[src/rtl/pkt_buf_ctrl.sv]
`default_nettype none
// ============================================================================
// Module   : pkt_buf_ctrl
// Brief    : Store-and-forward packer/unpacker around an 80-bit show-ahead FIFO.
// Revision : 1.0
// ============================================================================
module pkt_buf_ctrl #(
    parameter int MAX_PKT_WORDS = 190,
    parameter int DEPTH         = 2048
) (
    input  logic        clk,
    input  logic        rst,
    input  logic [63:0] in_data,
    input  logic        in_sop,
    input  logic        in_eop,
    input  logic [2:0]  in_mod,
    input  logic        in_val,
    output logic [79:0] fifo_wdata,
    output logic        fifo_wval,
    input  logic [11:0] fifo_usedw,
    input  logic        fifo_full,
    input  logic [79:0] fifo_rdata,
    input  logic        fifo_empty,
    output logic        fifo_rval,
    output logic [63:0] out_data,
    output logic        out_sop,
    output logic        out_eop,
    output logic [2:0]  out_mod,
    output logic        out_err,
    output logic        out_val,
    input  logic        out_rdy,
    output logic [11:0] pkt_avail,
    output logic [15:0] drop_cnt,
    output logic [15:0] err_cnt
);

    localparam logic [1:0]  W_IDLE    = 2'd0;
    localparam logic [1:0]  W_PASS    = 2'd1;
    localparam logic [1:0]  W_DROP    = 2'd2;
    localparam logic [11:0] ADMIT_MAX = 12'(DEPTH - MAX_PKT_WORDS - 2);
    localparam int          CW        = $clog2(MAX_PKT_WORDS + 1);

    logic [1:0]    state, state_nxt;
    logic [CW-1:0] wcnt, wcnt_nxt;
    logic          wr, wr_eop, wr_err, drop_inc, err_inc, space;
    logic          can_pop, pkt_inc, pkt_dec;
    logic          unused_bits;

    assign unused_bits = ^fifo_rdata[79:70];
    assign space       = (fifo_usedw <= ADMIT_MAX);

    always_comb begin
        state_nxt = state;
        wcnt_nxt  = wcnt;
        wr        = 1'b0;
        wr_eop    = in_eop;
        wr_err    = 1'b0;
        drop_inc  = 1'b0;
        err_inc   = 1'b0;
        if (in_val) begin
            case (state)
                W_PASS: begin
                    wr = 1'b1;
                    if (in_sop) begin
                        // missing EOP: close the broken packet with this word
                        wr_eop    = 1'b1;
                        wr_err    = 1'b1;
                        err_inc   = 1'b1;
                        state_nxt = W_IDLE;
                    end else if (in_eop) begin
                        state_nxt = W_IDLE;
                    end else if (wcnt == CW'(MAX_PKT_WORDS - 1)) begin
                        wr_eop    = 1'b1;
                        wr_err    = 1'b1;
                        err_inc   = 1'b1;
                        state_nxt = W_DROP;
                    end else begin
                        wcnt_nxt = wcnt + 1'b1;
                    end
                end
                default: begin
                    if (in_sop) begin
                        if (space) begin
                            wr        = 1'b1;
                            wcnt_nxt  = CW'(1);
                            state_nxt = in_eop ? W_IDLE : W_PASS;
                        end else begin
                            drop_inc  = 1'b1;
                            state_nxt = in_eop ? W_IDLE : W_DROP;
                        end
                    end else if (state == W_DROP) begin
                        if (in_eop) state_nxt = W_IDLE;
                    end else begin
                        err_inc = 1'b1;
                    end
                end
            endcase
        end
        if (wr && fifo_full) begin
            wr      = 1'b0;
            err_inc = 1'b1;
        end
    end

    always_ff @(posedge clk) begin
        if (rst) begin
            state      <= W_IDLE;
            wcnt       <= '0;
            fifo_wdata <= '0;
            fifo_wval  <= 1'b0;
            drop_cnt   <= '0;
            err_cnt    <= '0;
        end else begin
            state     <= state_nxt;
            wcnt      <= wcnt_nxt;
            fifo_wval <= wr;
            if (wr) fifo_wdata <= {10'd0, wr_err, in_mod, wr_eop, in_sop, in_data};
            if (drop_inc && drop_cnt != 16'hFFFF) drop_cnt <= drop_cnt + 16'd1;
            if (err_inc && err_cnt != 16'hFFFF) err_cnt <= err_cnt + 16'd1;
        end
    end

    // Only whole packets are released: popping waits for a committed EOP.
    assign can_pop   = !fifo_empty && (pkt_avail != 12'd0);
    assign fifo_rval = can_pop && (!out_val || out_rdy);
    assign pkt_inc   = fifo_wval && fifo_wdata[65];
    assign pkt_dec   = fifo_rval && fifo_rdata[65];

    always_ff @(posedge clk) begin
        if (rst) begin
            pkt_avail <= '0;
            out_data  <= '0;
            out_sop   <= 1'b0;
            out_eop   <= 1'b0;
            out_mod   <= '0;
            out_err   <= 1'b0;
            out_val   <= 1'b0;
        end else begin
            if (pkt_inc && !pkt_dec) pkt_avail <= pkt_avail + 12'd1;
            else if (!pkt_inc && pkt_dec) pkt_avail <= pkt_avail - 12'd1;
            if (fifo_rval) begin
                out_data <= fifo_rdata[63:0];
                out_sop  <= fifo_rdata[64];
                out_eop  <= fifo_rdata[65];
                out_mod  <= fifo_rdata[68:66];
                out_err  <= fifo_rdata[69];
                out_val  <= 1'b1;
            end else if (out_rdy) begin
                out_val <= 1'b0;
            end
        end
    end

endmodule
`default_nettype wire

[config.mk]
export PLATFORM = sky130hd
export DESIGN_NAME = pkt_buf_ctrl
export DESIGN_NICKNAME = d
export VERILOG_FILES = /design/src/rtl/pkt_buf_ctrl.sv
export SDC_FILE = /design/constraint.sdc
export NUM_CORES = 1
export LEC_CHECK = 0
export ABC_AREA = 1
export CAP_MARGIN = 10
export CORE_AREA = 2 2 143 145
export CTS_CLUSTER_SIZE = 12
export DETAILED_ROUTE_END_ITERATION = 8
export DIE_AREA = 0 0 145 147
export GPL_TIMING_DRIVEN = 0
export PLACE_DENSITY_LB_ADDON = 0.3
export SYNTH_ARGS = -nofsm -noshare
export SYNTH_HDL_FRONTEND = slang
export SYNTH_SLANG_ARGS = --single-unit
[constraint.sdc]
create_clock -name clk -period 4.6 [get_ports clk]
set_input_delay 0.92 -clock clk [delete_from_list [all_inputs] [get_ports clk]]
set_output_delay 0.92 -clock clk [all_outputs]
set_load 0.005 [all_outputs]
## Yosys cells after proc, flatten, opt, wreduce, memory -nomap -nowiden

Cells that the tools add are included.

| storage, ports and cells | value |
|---|---|
| input port bits | 167 |
| output and inout bits | 197 |
| bits in registers | 196 |
| logic and storage cells | 94 |

| cells by class | value |
|---|---|
| $lt $le $gt $ge | 1 |
| eq/ne operators | 8 |
| add/subtract/negate cells | 5 |
| multiplexer cells | 43 |
| reductions and logical operators | 24 |

Operators by type and width:

| cell | number |
|---|---|
| 8-bit two-way mux | 6 |
| 16-bit by 1-bit adder with 16-bit output, second input constant | 2 |
| 16-bit != test, second input constant | 2 |
| 1-bit two-way mux | 26 |
| 12-bit two-way mux | 2 |
| 2-bit two-way mux | 9 |
| 12-bit by 1-bit adder with 12-bit output, second input constant | 1 |
| 12-bit by 11-bit less-or-equal comparator with 1-bit output, second input constant | 1 |
| 12-bit nonzero test | 1 |
| 12-bit by 1-bit subtractor with 12-bit output, second input constant | 1 |
| 1-bit logical AND | 9 |
| 3-bit nonzero test | 3 |
| 8-bit by 1-bit adder with 8-bit output, second input constant | 1 |
| 8-bit equality test, second input constant | 1 |
| 2-bit nonzero test | 4 |
| 2-bit != test, second input constant | 3 |
| 6-bit AND reduction | 1 |
| 1-bit zero test | 4 |
| 4-bit AND reduction | 1 |
| 2-bit by 1-bit equality test with 1-bit output, second input constant | 1 |
| 2-bit equality test, second input constant | 1 |
| 1-bit logical OR | 1 |

## Depth between registers and ports, before layout

| logic depth | value |
|---|---|
| depth after elaboration | 8 |
| mapped depth | 18 |
| mapped depth without buffers | 18 |

## Least setup slack after synthesis

No wires, ideal clock.

| timing path | value |
|---|---|
| kind | input to register |
| from | input out_rdy |
| to | register pkt_avail[9] |
| required time | 4.485 ns |
| stages on the path | 16 |
| buffers on the path | 0 |
| library setup time | 0.115 ns |
| slack | 1.511 ns |
| data arrival time | 2.973 ns |
| cells stage by stage | inv_1 nand2_1 nand3_1 inv_2 nand2_1 ha_1 inv_1 ha_1 a21oi_1 o21a_1 nand2_1 a21o_1 nand2_1 nand2_1 o21ai_0 inv_1 |

| between the ends | value |
|---|---|
| word-level cells in the longest chain between the ends | 6 |
| elaborated cells between the ends (all ways) | 8 |
| those cells by class | mux (1); reduce/logical (7) |

RTL lines:

| item | RTL line | source |
|---|---|---|
| start: declaration | 31 | `input logic out_rdy,` |
| 1-bit logical OR (*) | 125 | `assign fifo_rval = can_pop && (!out_val \|\| out_rdy);` |
| 1-bit logical AND (*) | 125 |  |
| 1-bit logical AND (*) | 127 | `assign pkt_dec = fifo_rval && fifo_rdata[65];` |
| 1-bit zero test | 139 | `if (pkt_inc && !pkt_dec) pkt_avail <= pkt_avail + 12'd1;` |
| 1-bit logical AND | 139 |  |
| 12-bit two-way mux / 2-bit nonzero test (equally long branches) | -- |  |
| end signal: assignment | 139 |  |
| end signal: assignment | 140 | `else if (!pkt_inc && pkt_dec) pkt_avail <= pkt_avail - 12'd1;` |
| end: declaration | 32 | `output logic [11:0] pkt_avail,` |

Every way passes the cells marked *; elsewhere a longest branch is shown, timed or not.
A chain may end at the register's enable or synchronous reset.

## Worst setup path in the final report

| timing path | value |
|---|---|
| from | input out_rdy |
| to | output fifo_rval |

| between the ends | value |
|---|---|
| word-level cells in the longest chain between the ends | 2 |

RTL lines:

| item | RTL line | source |
|---|---|---|
| 1-bit logical OR | 125 |  |
| 1-bit logical AND | 125 |  |
| end: declaration | 24 | `output logic fifo_rval,` |

Every way passes these cells.

==> run summary <==
After synthesis, the most frequently instantiated cells are nand2_1, nor2_1, dfxtp_1. Largest area contributor in the synthesized netlist: dfxtp_1. For this design the ratio of total power to cell area is 362 nW/um^2. At the end of the flow the core is filled with cells to 64.2%. For the total DRC errors in the routed layout, the log shows 0. At the placement stage, the worst setup path has a slack of 0.282 ns.

The path with the worst hold slack has its endpoint at out_data[29]$_SDFFE_PP0P_. The number of global-route vias before repair is 8279. The worst hold path cell count works out to 2.

Average cell area after synthesis: 7.19 um^2. Across every metal layer, demand over resource in global routing totals 25.6%. The critical path launch point type is a primary input. The startpoint identified for the worst register-to-register timing path is pkt_avail[0]$_SDFFE_PP0P_. Dividing the final minimum period by the clock period gives 91.4%.

The area of the core came out at 19800 um^2. The sequential share of the synthesized area came out at 46.8%. The logs give 17 for the number of buffers added by the clock tree synthesis step and 3.68 ns for the critical path data required time. The critical path is of the primary input to output port type. TritonCTS built the clock tree. The post-synthesis register bit count is 196, and the width of the die is 145 um. The number of antenna violations at the first check in global routing is 1.

Before antenna repair, the detailed router went through 4 iterations. In the final layout, the share of cells above drive strength 1 is 5.24%. The height of the chip is 147 um.

Headroom to the max-slew limit came out at 53.7%. For this block, the initial DRC count from the detailed router was 333. The tools report the die area as 21300 um^2. The analysis attributes to cell leakage a power of 5.22 nW.

For the final-layout setup total negative slack, the log shows 0 ns. STA classifies the critical path endpoint as an output port. Worst setup slack after layout: 0.396 ns. Across the run, the number of max-cap violations was 0. The wire length of the first global-routing pass is 43500 um. The classification of the worst-slack hold path was register to register. The proportion of synthesized flip-flops having asynchronous set or reset works out to 0%.

In the routed layout, each cell is associated on average with a via count of 4.86. At the end of routability-driven placement, the weighted congestion stood at 0.889. The sum of net half-perimeters after detailed placement was 21400 um; the port buffer count was 342. Buffers inserted to repair hold after CTS numbered 0.

Hold timing on the final database bottoms out at a slack of 0.465 ns. Most instantiated flip-flop cell in the synthesis netlist: dfxtp_1. Entering global routing, the biggest net connects 19 pins. Counting along the longest clock path gives a buffer depth of 2. The share of Yosys cell area claimed by the top area cell type works out to 46.8%.

Root buffer cell: clkbuf_16. The routed layout has 8832 vias. The tools report the capture point of the worst reg-to-reg path as pkt_avail[8]$_SDFFE_PP0P_. After clock tree synthesis, the clock-pin slew on the worst setup and hold paths is 0.07 ns.

Setup repair after global routing left no endpoint under its margin. For the worst-skew pair, the clock arrives at the later sink with an insertion delay of 0.44 ns. The tools report the number of cell rows as 52. Measured in cells, the most critical reg-to-reg path has a length of 16.

The tools report the total clock sinks as 196. The clock period minus worst slack came out at 4.20 ns. The transition time of the tightest slew-check pin was 0.695 ns; the number of flops mapped to enable cells by yosys was 0. The run finished with clean final reports.

For the post-synthesis instance area, the log shows 8380 um^2. In the post-synthesis netlist, the cell with the most instances is nand2_1. In this run the count of I/O pins placed on the die edge is 364.

Gates resized during post-CTS repair numbered 0. The final clock skew is 0.0152 ns, and the number of hold-slack violations in the final timing report is 0. Across the VDD grid, the largest voltage drop is 0.000269 V. For flop-to-flop paths, the worst setup slack is 1.03 ns.

The run gives 238 MHz as the highest attainable clock frequency. In this run the worst path has a maximum fanout of 10. Post-synthesis instance total: 1165.

Compared with the post-synthesis result, the final layout area differs by 52.1%. The tools report the starting utilization of the core area as 42.2%. Ranked by total cell area, the synthesized netlist is headed by dfxtp_1, nand2_1, nor2_1. The tools report the final layout net count as 1718. After detailed routing, the average wire length per cell comes to 15.5 um.

Post-CTS timing repair inserted 0 buffers for setup. In this run the number of H-tree levels came out at 4. The run gives 28100 um as the wire length reported by the detailed router. In this run the most critical hold path is launched from out_data[29]$_SDFFE_PP0P_.

The detail route stage leaves a number of antenna-violating nets equal to 0. The count of final max-slew check failures is 0. Setup violations remaining at the end of the flow were counted as 0. After global routing the overflow that remains totals 0. The logs give 0 for the total number of yosys warnings and 34 for the unique cell type count in the Yosys netlist. The endpoint arrival time on the critical path is 3.28 ns.
[layout make-up]
type                            instances  area (um^2)
Multi-Input combinational cell        838         3870
Fill cell                            1738         7090
Antenna cell                            1         2.50
Clock buffer                           17          425
Clock inverter                         14          146
Timing Repair Buffer                  342         3420
Tap cell                              270          338
Inverter                               70          263
Buffer                                 70          357
Sequential cell                       196         3920
[logic make-up (layout without fill, tap and decap cells)]
family | after synthesis | count (layout) | share of synthesized area (%)
fa+ha+maj | 16 | 16 | 2.48
flops | 196 | 196 | 46.8
simple gates | 568 | 568 | 27.3
other cells | 1 | 11 | 0.0447
compound gates | 217 | 217 | 13.2
xor+xnor | 27 | 27 | 2.82
buf+inv | 140 | 513 | 7.39
[where the power goes]
group	internal [mW]	switching, mW
combinational	0.603	0.585
clock	0.762	0.713
sequential	1.85	0.103
total	3.22	1.40
[worst max-delay path by stage]
stage            start                          to  slack (ns)
3_3_place_gp   out_rdy  pkt_avail[10]$_SDFFE_PP0P_        0.39
5_1_grt        out_rdy                   fifo_rval        0.24
3_5_place_dp   out_rdy  pkt_avail[10]$_SDFFE_PP0P_        0.28
2_1_floorplan  out_rdy   pkt_avail[9]$_SDFFE_PP0P_        1.51
6_report       out_rdy                   fifo_rval        0.40
4_1_cts        out_rdy                   fifo_rval        0.43
[metrics by stage]
stage,total power [mW],std cells,instance area [um^2]
finish,4.62,1818,12700
global route,4.85,1818,12700
CTS,4.64,1817,12700
detailed placement,3.17,1786,12200
global placement,3.14,1786,12200
floorplan,2.54,1174,8410
[placed cells by master, fill, tap and decap left out, drive strengths merged, types with 5 or more instances in the layout]
| cell | count |
|---|---|
| clkdlybuf4s50 | 342 |
| nand2 | 281 |
| nor2 | 214 |
| dfxtp | 196 |
| a21oi | 122 |
| o21ai | 88 |
| inv | 75 |
| clkbuf | 46 |
| nand3 | 43 |
| buf | 41 |
| xor2 | 22 |
| ha | 15 |
| nand4 | 11 |
| conb | 10 |
| nor3 | 9 |
| xnor2 | 5 |
[registers in the layout, indices dropped and copies added, names as in the netlist]
name	cells
out_eop	1
out_mod	3
out_val	1
out_data	64
out_err	1
out_sop	1
fifo_wval	1
state	2
wcnt	8
err_cnt	16
fifo_wdata	70
drop_cnt	16
pkt_avail	12
[per-layer routing]
metal  part of all wire [%]  global-route usage [%]
met5                      0                       0
met2                     48                    43.5
met1                     40                    29.5
met3                    7.9                    8.48
met4                    4.0                    11.3
[critical path, cell delays in order]
cell and delay [ns]:
clkdlybuf4s50_1 0.46, inv_1 0.04, nand2_1 0.07, nand3_1 0.37, inv_2 0.32, clkbuf_1 0.48, clkdlybuf4s50_1 0.61
Note: power is estimated with default switching activity, not from simulation.
